## config.mk

```make
export PLATFORM = sky130hd
export DESIGN_NAME = kb_event_queue_flat
export DESIGN_NICKNAME = d
export VERILOG_FILES = /design/src/rtl/kb_event_queue_if.sv /design/src/rtl/kb_event_queue.sv /design/src/flat_wrapper.sv
export SDC_FILE = /design/constraint.sdc
export NUM_CORES = 1
export LEC_CHECK = 0
export BUFFER_PORTS_ARGS = -buffer_cell sky130_fd_sc_hd__buf_2
export CAP_MARGIN = 40
export CORE_MARGIN = 2
export CORE_UTILIZATION = 63
export DETAILED_ROUTE_END_ITERATION = 6
export GPL_TIMING_DRIVEN = 0
export PLACE_DENSITY = 0.85
export SLEW_MARGIN = 20
export SYNTH_ARGS = -nofsm -noshare
export SYNTH_HDL_FRONTEND = slang
export SYNTH_SLANG_ARGS = --single-unit
```

## constraint.sdc

```tcl
create_clock -name clk -period 6.65 [get_ports clk]
set_clock_uncertainty 0.2 [all_clocks]
set_input_delay 1.33 -clock clk [delete_from_list [all_inputs] [get_ports clk]]
set_output_delay 1.33 -clock clk [all_outputs]
set_load 0.02 [all_outputs]
```

## src/rtl/kb_event_queue_if.sv

```systemverilog
// kb_event_queue_if: PS/2 keeper inputs plus CPU register bus (master drives strobes, slave returns rdata/irq)
`ifndef KB_ADDR_WIDTH
`define KB_ADDR_WIDTH 8
`endif
interface kb_event_queue_if;
  logic                      ps2_ready;
  logic [7:0]                ps2_byte;
  logic                      mem_read;
  logic                      mem_write;
  logic [`KB_ADDR_WIDTH-1:0] mem_addr;
  logic [31:0]               mem_wdata;
  logic [31:0]               mem_rdata;
  logic                      kb_irq;
  modport master (
    output ps2_ready, ps2_byte, mem_read, mem_write, mem_addr, mem_wdata,
    input  mem_rdata, kb_irq
  );
  modport slave (
    input  ps2_ready, ps2_byte, mem_read, mem_write, mem_addr, mem_wdata,
    output mem_rdata, kb_irq
  );
endinterface

```

## src/rtl/kb_event_queue.sv

```systemverilog
// kb_event_queue: folds E0/F0 prefixes into events, queues them for CPU pops via DATA/STATUS/CTRL; ports clk, reset_n, bus (ps2_ready/ps2_byte in, mem_* register bus, kb_irq out)
`ifndef KB_ADDR_WIDTH
`define KB_ADDR_WIDTH 8
`endif
module kb_event_queue #(
  parameter int DEPTH = 16,
  parameter int PTR_W = 4
) (
  input logic              clk,
  input logic              reset_n,
  kb_event_queue_if.slave  bus
);
  localparam int AW = `KB_ADDR_WIDTH;
  localparam logic [AW-1:0] A_DATA = AW'(0);
  localparam logic [AW-1:0] A_STAT = AW'(1);
  localparam logic [AW-1:0] A_CTRL = AW'(2);
  localparam logic [PTR_W:0] FULL_CNT = (PTR_W+1)'(DEPTH);
  typedef enum logic [1:0] {IDLE, S_E0, S_F0, S_E0F0} state_t;
  state_t state_q, state_d;
  logic ready_q;
  logic [PTR_W-1:0] wr_ptr_q, wr_ptr_d, rd_ptr_q, rd_ptr_d;
  logic [PTR_W:0] count_q, count_d;
  logic ovf_q, ovf_d, en_q, en_d, irq_en_q, irq_en_d, irq_q, irq_d;
  logic [31:0] rdata_q, rdata_d, status;
  logic [9:0] mem_q [DEPTH];
  logic [9:0] ev;
  logic byte_ok, push, pop, do_push, do_pop, empty, full, wr_ctrl, flush, clr_ovf;
  always_comb begin
    byte_ok = bus.ps2_ready & ~ready_q & en_q;
    empty = count_q == '0;
    full = count_q == FULL_CNT;
    wr_ctrl = bus.mem_write & (bus.mem_addr == A_CTRL);
    flush = wr_ctrl & bus.mem_wdata[2];
    clr_ovf = wr_ctrl & bus.mem_wdata[3];
    pop = bus.mem_read & (bus.mem_addr == A_DATA) & ~empty;
    state_d = state_q;
    push = 1'b0;
    ev = {2'b00, bus.ps2_byte};
    if (byte_ok)
      case (state_q)
        IDLE: begin
          if (bus.ps2_byte == 8'hE0) state_d = S_E0;
          else if (bus.ps2_byte == 8'hF0) state_d = S_F0;
          else push = 1'b1;
        end
        S_E0: begin
          if (bus.ps2_byte == 8'hF0) state_d = S_E0F0;
          else if (bus.ps2_byte != 8'hE0) begin
            push = 1'b1;
            ev[9] = 1'b1;
            state_d = IDLE;
          end
        end
        S_F0: begin
          push = 1'b1;
          ev[8] = 1'b1;
          state_d = IDLE;
        end
        default: begin
          push = 1'b1;
          ev[9:8] = 2'b11;
          state_d = IDLE;
        end
      endcase
    if (flush | ~en_q) state_d = IDLE;
    do_pop = pop & ~flush;
    // a full FIFO still accepts a push when the same cycle frees the head slot
    do_push = push & ~flush & (~full | do_pop);
    count_d = flush ? '0 : count_q + (PTR_W+1)'(do_push) - (PTR_W+1)'(do_pop);
    wr_ptr_d = flush ? '0 : wr_ptr_q + PTR_W'(do_push);
    rd_ptr_d = flush ? '0 : rd_ptr_q + PTR_W'(do_pop);
    ovf_d = ~clr_ovf & (ovf_q | (push & ~flush & full & ~do_pop));
    en_d = wr_ctrl ? bus.mem_wdata[0] : en_q;
    irq_en_d = wr_ctrl ? bus.mem_wdata[1] : irq_en_q;
    irq_d = irq_en_d & (count_d != '0);
    status = '0;
    status[PTR_W:0] = count_q;
    status[16] = empty;
    status[17] = full;
    status[18] = ovf_q;
    status[24] = state_q != IDLE;
    rdata_d = rdata_q;
    if (bus.mem_read)
      rdata_d = bus.mem_addr == A_DATA ? (empty ? '0 : {1'b1, 21'b0, mem_q[rd_ptr_q]}) :
                bus.mem_addr == A_STAT ? status :
                bus.mem_addr == A_CTRL ? {30'b0, irq_en_q, en_q} : '0;
  end
  always_ff @(posedge clk or negedge reset_n)
    if (!reset_n) begin
      state_q <= IDLE;
      ready_q <= 1'b0;
      wr_ptr_q <= '0;
      rd_ptr_q <= '0;
      count_q <= '0;
      ovf_q <= 1'b0;
      en_q <= 1'b1;
      irq_en_q <= 1'b0;
      irq_q <= 1'b0;
      rdata_q <= '0;
    end else begin
      state_q <= state_d;
      ready_q <= bus.ps2_ready;
      wr_ptr_q <= wr_ptr_d;
      rd_ptr_q <= rd_ptr_d;
      count_q <= count_d;
      ovf_q <= ovf_d;
      en_q <= en_d;
      irq_en_q <= irq_en_d;
      irq_q <= irq_d;
      rdata_q <= rdata_d;
    end
  always_ff @(posedge clk)
    if (do_push) mem_q[wr_ptr_q] <= ev;
  assign bus.mem_rdata = rdata_q;
  assign bus.kb_irq = irq_q;
endmodule
```

## src/flat_wrapper.sv

```systemverilog
// flat-port wrapper written by rule: the top's interface ports become plain ports
module kb_event_queue_flat 
#(
  parameter int DEPTH = 16,
  parameter int PTR_W = 4
)
  (clk, reset_n, bus_ps2_ready, bus_ps2_byte, bus_mem_read, bus_mem_write, bus_mem_addr, bus_mem_wdata, bus_mem_rdata, bus_kb_irq);
  kb_event_queue_if bus_i ();
  input logic clk;
  input logic reset_n;
  input wire logic [$bits(bus_i.ps2_ready)-1:0] bus_ps2_ready;
  input wire logic [$bits(bus_i.ps2_byte)-1:0] bus_ps2_byte;
  input wire logic [$bits(bus_i.mem_read)-1:0] bus_mem_read;
  input wire logic [$bits(bus_i.mem_write)-1:0] bus_mem_write;
  input wire logic [$bits(bus_i.mem_addr)-1:0] bus_mem_addr;
  input wire logic [$bits(bus_i.mem_wdata)-1:0] bus_mem_wdata;
  output wire logic [$bits(bus_i.mem_rdata)-1:0] bus_mem_rdata;
  output wire logic [$bits(bus_i.kb_irq)-1:0] bus_kb_irq;
  assign bus_i.ps2_ready = bus_ps2_ready;
  assign bus_i.ps2_byte = bus_ps2_byte;
  assign bus_i.mem_read = bus_mem_read;
  assign bus_i.mem_write = bus_mem_write;
  assign bus_i.mem_addr = bus_mem_addr;
  assign bus_i.mem_wdata = bus_mem_wdata;
  assign bus_mem_rdata = bus_i.mem_rdata;
  assign bus_kb_irq = bus_i.kb_irq;
  kb_event_queue #(.DEPTH(DEPTH), .PTR_W(PTR_W)) u_core (.clk(clk), .reset_n(reset_n), .bus(bus_i));
endmodule
```

==> results of run 1 <==
==> through the flow <==
| step | hold slack, ns | cell area [um^2] |
|---|---|---|
| 6_report | 0.281 | 9290 |
| 5_1_grt | 0.311 | 9290 |
| 4_1_cts | 0.286 | 9270 |
| 3_5_place_dp | 0.268 | 8700 |
| 3_3_place_gp | 0.262 | 8540 |
| 2_1_floorplan | 0.262 | 8120 |
==> layout by cell type (no fill, tap or decap), types with 3 or more instances in the layout <==
cell / netlist / layout
mux2_2: 6 / 6
edfxtp_1: 160 / 160
clkbuf_1: 4 / 4
clkbuf_16: 0 / 17
nand3_1: 12 / 12
mux4_2: 36 / 36
nand2b_1: 3 / 3
clkinv_1: 0 / 4
a22o_1: 7 / 7
nand2_1: 10 / 10
nor2_1: 32 / 32
mux4_1: 9 / 9
dfrtp_1: 34 / 34
a31oi_1: 3 / 3
buf_6: 4 / 10
and3_1: 3 / 3
o221ai_1: 3 / 3
buf_2: 5 / 45
mux2i_1: 5 / 5
nor3_2: 0 / 4
conb_1: 1 / 17
buf_4: 18 / 28
a21oi_1: 9 / 9
xnor2_1: 5 / 5
xor2_1: 3 / 3
and2_1: 9 / 9
inv_1: 11 / 11
o2bb2ai_1: 4 / 4
ha_1: 10 / 10
nand3b_1: 3 / 3
==> per-layer routing <==
layer	vias to the layer above	GRT usage [%]
met2	289	44.7
met4	0	9.25
li1	1879	-
met1	2270	38.0
met3	39	8.70
met5	-	0
==> power by group <==
group	switching, mW	total (mW)	leakage, nW	internal (mW)
clock	0.433	0.982	0.270	0.549
combinational	0.142	0.259	1.21	0.117
sequential	0.0296	1.37	1.84	1.34
==> worst min-delay path by stage <==
stage	end	from	slack, ns
after floorplan	u_core.irq_en_q	u_core.irq_en_q	0.26
after global placement	u_core.bus.mem_rdata[31]	u_core.bus.mem_rdata[31]	0.26
after detailed placement	u_core.bus.mem_rdata[18]	u_core.bus.mem_rdata[18]	0.27
after CTS	u_core.bus.mem_rdata[18]	u_core.bus.mem_rdata[18]	0.29
after global routing	u_core.bus.mem_rdata[18]	u_core.bus.mem_rdata[18]	0.31
final	u_core.bus.mem_rdata[31]	u_core.bus.mem_rdata[31]	0.28
==> area by class of cell <==
class | count | area [um^2] | share of cell area, %
tap | 172 | 215 | 2.32
timing repair buffer | 57 | 363 | 3.91
clock buffer | 17 | 425 | 4.58
sequential | 195 | 5680 | 61.2
multi-input combinational | 212 | 2140 | 23.1
inverter | 12 | 45.0 | 0.485
buffer | 34 | 274 | 2.95
clock inverter | 15 | 140 | 1.51
==> sequential cells by signal (all words and copies together) (netlist names), 2 cells and up <==
signal                flops
u_core.count_q            5
u_core.bus.mem_rdata     15
u_core.mem_q            160
u_core.state_q            2
u_core.rd_ptr_q           4
u_core.wr_ptr_q           4
==> cell families after synthesis <==
kind of cell / Yosys count
xor gates and xnor gates: 8
buffers and inverters: 46
adders and majority gates: 11
and+or+nand+nor: 87
DFF: 195
muxes: 56
other: 1
AOI/OAI and AO/OA: 33
==> critical path: stages <==
cell and delay, ns:
buf_2 0.10, nor4_1 0.51, and4_1 0.33, and2_1 0.14, clkbuf_1 0.20, buf_6 0.19
ha_1 0.23, inv_1 0.05, ha_1 0.15, inv_1 0.06, fa_1 0.43, inv_1 0.08
a21oi_1 0.06, o21bai_1 0.18, xnor2_1 0.18, a31oi_1 0.11
==> impl_metrics.ini, run 1 <==
[worst_setup_path]
rr_worst_depth = 17
critical_path.endpoint = u_core.bus.kb_irq
startpoint = bus_mem_addr[3]
timing.rr.start = u_core.count_q[3]
rrSetupSlack_ns = 3.20
r2r_end = u_core.bus.kb_irq
crit_arrival_ns = 4.34
critPathKind = input port to flop
endpoint_kind = flop
required_ns = 6.76
startpoint_type = input port
crit_path_max_fanout = 11

[clock_tree]
clockBufferDepth = 2
cts_buffers = 17
htreeDepth = 4
root_buffer = clkbuf_16
cts_setup_buffers = 0
cts.repair.resized = 0
clkTransAtPathRegs_ns = 0.07
tritoncts = done
cts_hold_buf = 0
clock-sinks = 195
clk_latency_ns = 0.43

[power]
p_leak_nw = 3.33
totalPowerFinal_mw = 2.61
irDropWorstVdd_uv = 204
power.density_nw_per_um2 = 281

[placement]
numPortBuffers = 40
place_inst = 681
pre_cts_slack_ns = 2.01
place_congestion = 0.828
hpwl_um = 11400

[layout]
final_cells = 714
syn_to_final_growth_pct = 15.2
final_core_util_pct = 73.9
antennaDiodeCount = 0
drive_gt1_share_pct = 30.3
final_nets = 593
fillers = 686

[floorplanning]
die_w_um = 117
initial_core_util_pct = 64.2
coreArea_um2 = 12600
rows = 41
io_pins = 86
die_h_um = 117
fp.dieArea_um2 = 13700

[sta]
slew_violations = 0
tightestPinTransition_ns = 0.746
hold_viol = 0
finalSetupViolCount = 0
max_freq_ghz = 0.237
relSlewSlack_pct = 50.1
min_period_over_period_pct = 63.6
finalCriticalPeriod_ns = 4.23
rsz0062_at_grt = false
timing.final.ws_setup_ns = 2.42
tns_ns = 0

[grt]
grt_pass1_wl_um = 26500
grt_usage_pct = 28.1
grt_max_degree = 36
grt_pass1_vias = 4395
grt_antenna_before_repair = 0
overflow = 0

[logic_synthesis]
synth_top_area_share_pct = 59.6
synth_common_cells = edfxtp_1 (160), mux4_2 (36), dfrtp_1 (34)
synthMuxAreaShare_pct = 14.4
netlist.top_cell.by_area = edfxtp_1
synth_ff_type = edfxtp_1
ys_ff_latch = 195
synthXorXnorAreaFrac_pct = 0.869
synthAdderAreaFrac_pct = 1.80
syn_area_um2 = 8060
ys_seq_area_share_pct = 70.5
synth.most_common_cell = edfxtp_1
synth_edf_count = 160
synth_compound_area_share_pct = 3.03
yosys.area_share.simple_pct = 5.38
yosys_warnings = 0
avgSynthCellArea_um2 = 18.5
synth.distinct_cells = 46
synth_top_family_by_area = multiplexers
ys_top_cells_by_area = edfxtp_1 (60%), dfrtp_1 (11%), mux4_2 (10%)
syn_inst = 437
async_flop_share_pct = 17.9

[route]
vias_per_cell = 6.27
wl_met3_um = 1630
num_vias = 4477
drt_iter0_markers = 527
met2_length_um = 8860
wl_um = 17700
post-route-drc-count = 0
m1WireLength_um = 6820
top_layer_used = met4
firstDrtPassIters = 5
wl_per_cell_um = 24.7
ant_nets = 0

[worst_hold_path]
hold_path_class = flop to flop
whs_path_depth = 1

[run_status]
status = finished clean

[job]
maxCapViolCount = 0
Note: power is estimated with default switching activity, not from simulation.
==> inputs of run 2 (changes only) <==
ABC_AREA = 1   (was default)
CORE_UTILIZATION = 53   (was 63)
PLACE_DENSITY = 0.76   (was 0.85)
clock period = 3.6 ns   (was 6.65 ns; I/O delays follow)
==> impl_metrics.ini, run 2 <==
[worst_setup_path]
crit_path_max_fanout = 11
rrSetupSlack_ns = 0.17
slowest_stage = fa_1
crit_chain = inv_1 -> ha_1 -> nand2_1 -> nor2_1 -> nand2_1 -> nand3_2 -> clkinvlp_4 -> ha_1 -> inv_1 -> ha_1 -> inv_1 -> fa_1 -> nand3b_1 -> nand2_1 -> nand2_1 -> nand3_1 -> nand2_1 -> nor2_2 -> nor2_1
path_buf_inv = 4
endpoint_kind = flop
critPathKind = flop to flop
required_ns = 3.72
crit_arrival_ns = 3.55
startpoint_type = flop
critPathMaxStageDelay_ns = 0.41
cp_common_cell = nand2_1
crit_family = simple AND/OR/NAND/NOR gates

[grt]
grt_pass1_vias = 5692
grt_antenna_before_repair = 0
grt_usage_pct = 25.0
grt_pass1_wl_um = 32100
grt_max_degree = 36
overflow = 0

[logic_synthesis]
ys_seq_area_share_pct = 65.9
synth.distinct_cells = 40
synth_edf_count = 160
synth_top_area_share_pct = 55.7
synth.most_common_cell = edfxtp_1
ys_ff_latch = 195
yosys_warnings = 0
syn_inst = 778
synth_common_cells = edfxtp_1 (160), nor2_1 (126), nand2_1 (107)
async_flop_share_pct = 17.9
ys_top_cells_by_area = edfxtp_1 (56%), dfrtp_1 (9.9%), nor2_1 (5.5%)
synth_ff_type = edfxtp_1
avgSynthCellArea_um2 = 11.1
syn_area_um2 = 8620
netlist.top_cell.by_area = edfxtp_1

[worst_hold_path]
hold_path_class = input port to flop

[placement]
pre_cts_slack_ns = 0.0928
hpwl_um = 14500
numPortBuffers = 40
dpl-instance-area_um2 = 9250
place_congestion = 0.938
place_inst = 1060

[sta]
relSlewSlack_pct = 45.3
finalSetupViolCount = 0
fin_hold_ws_ns = 0.203
timing.final.ws_setup_ns = 0.169
slew_violations = 0
rsz0062_at_grt = false
min_period_over_period_pct = 95.3
max_freq_ghz = 0.291
tns_ns = 0
finalCriticalPeriod_ns = 3.43
hold_viol = 0
tightestPinTransition_ns = 0.819

[power]
p_sw_mw = 1.31
p_int_mw = 3.60
switching_share_pct = 26.6
seqPwrFrac_pct = 51.3
clkPwrFrac_pct = 35.9
totalPowerFinal_mw = 4.91
power.density_nw_per_um2 = 499
power_frac_comb_pct = 12.8
irDropWorstVdd_uv = 361
p_leak_nw = 3.92

[floorplanning]
fp.dieArea_um2 = 17300
initial_core_util_pct = 54.3
coreArea_um2 = 15900
die_h_um = 132
rows = 46
die_w_um = 132
io_pins = 86

[layout]
most-common-layout-cells = edfxtp_1 (160), nor2_1 (121), nand2_1 (107)
largest_reg_flops = 160
final_core_util_pct = 62.0
drive_gt1_share_pct = 18.3
fillers = 1272
regMostFlops = u_core.mem_q
seqCellArea_um2 = 5680
syn_to_final_growth_pct = 14.2
final_cells = 1096
final_nets = 931
multi_input_area_um2 = 2360
final_cell_area_um2 = 9850
antennaDiodeCount = 0
final_common_cell = edfxtp_1

[clock_tree]
clk_latency_ns = 0.44
cts_buffers = 17
clkTransAtPathRegs_ns = 0.07
root_buffer = clkbuf_16
clock-sinks = 195
cts_setup_buffers = 0
clockBufferDepth = 2
tritoncts = done
htreeDepth = 4

[route]
firstDrtPassIters = 6
drt_iter0_markers = 767
vias_per_cell = 5.56
wl_per_cell_um = 19.5
post-route-drc-count = 0
num_vias = 6093
wl_um = 21300
ant_nets = 0

[run_status]
status = finished clean

[job]
maxCapViolCount = 0
==> run 2: power groups by stage <==
stage / Combinational, mW / Clock, mW / Sequential (mW)
detailed placement: 0.611 / 0 / 2.57
floorplan: 0.432 / 0 / 2.57
CTS: 0.617 / 1.77 / 2.52
global route: 0.693 / 1.86 / 2.52
finish: 0.627 / 1.76 / 2.52
global placement: 0.591 / 0 / 2.57
==> run 2: what timing repair did <==
| action | 4_1_cts | 5_1_grt |
|---|---|---|
| hold buffers | 0 | 1 |
| hold endpoints to repair | 0 | 11 |
| endpoints found under the setup margin | 0 | 1 |
| resized for setup | 0 | 1 |
==> run 2: routing by layer <==
layer	wire length [um]	part of all wire [%]	global-route usage (%)
met1	8310	39	32.0
met2	10500	49	42.6
met3	1810	8.5	4.05
met4	680	3.2	10.1
met5	0	0	0
==> run 2: final timing paths <==
check / from / endpoint / cells after the start
max in group asynchronous: reset_n / u_core.en_q / 3
min reg2reg: u_core.bus.mem_rdata[31] / u_core.bus.mem_rdata[31] / 2
min: bus_ps2_ready / u_core.ready_q / 1
max: u_core.count_q[2] / u_core.bus.kb_irq / 19
max reg2reg: u_core.count_q[2] / u_core.bus.kb_irq / 19
min in group asynchronous: reset_n / u_core.bus.mem_rdata[5] / 2
==> run 2: worst reg2reg max path, stage by stage, from the launching register on <==
cell and delay [ns]:
dfrtp_1 0.39, inv_1 0.16, ha_1 0.17, nand2_1 0.08, nor2_1 0.16, nand2_1 0.11, nand3_2 0.14, clkinvlp_4 0.22
ha_1 0.34, inv_1 0.06, ha_1 0.17, inv_1 0.07, fa_1 0.41, nand3b_1 0.17, nand2_1 0.10, nand2_1 0.05
nand3_1 0.10, nand2_1 0.07, nor2_2 0.11, nor2_1 0.04
==> run 2: cell families (layout without fill, tap and decap cells) <==
kind of cell	after synthesis	in the layout	synth area share, %
and+or+nand+nor	309	309	15.8
DFF	195	195	65.9
AOI/OAI and AO/OA	129	129	8.37
buffers and inverters	127	213	7.56
adders and majority gates	11	11	1.68
xor gates and xnor gates	4	4	0.406
muxes	2	2	0.247
other	1	17	0.0435
==> run 2: area by class of cell <==
type                       instances  area share [%]
timing repair buffer              54            3.37
sequential                       195            57.7
buffer                            50            3.68
multi-input combinational        472            24.0
tap                              216            2.74
clock inverter                    14            1.17
clock buffer                      18            4.36
inverter                          77            2.97
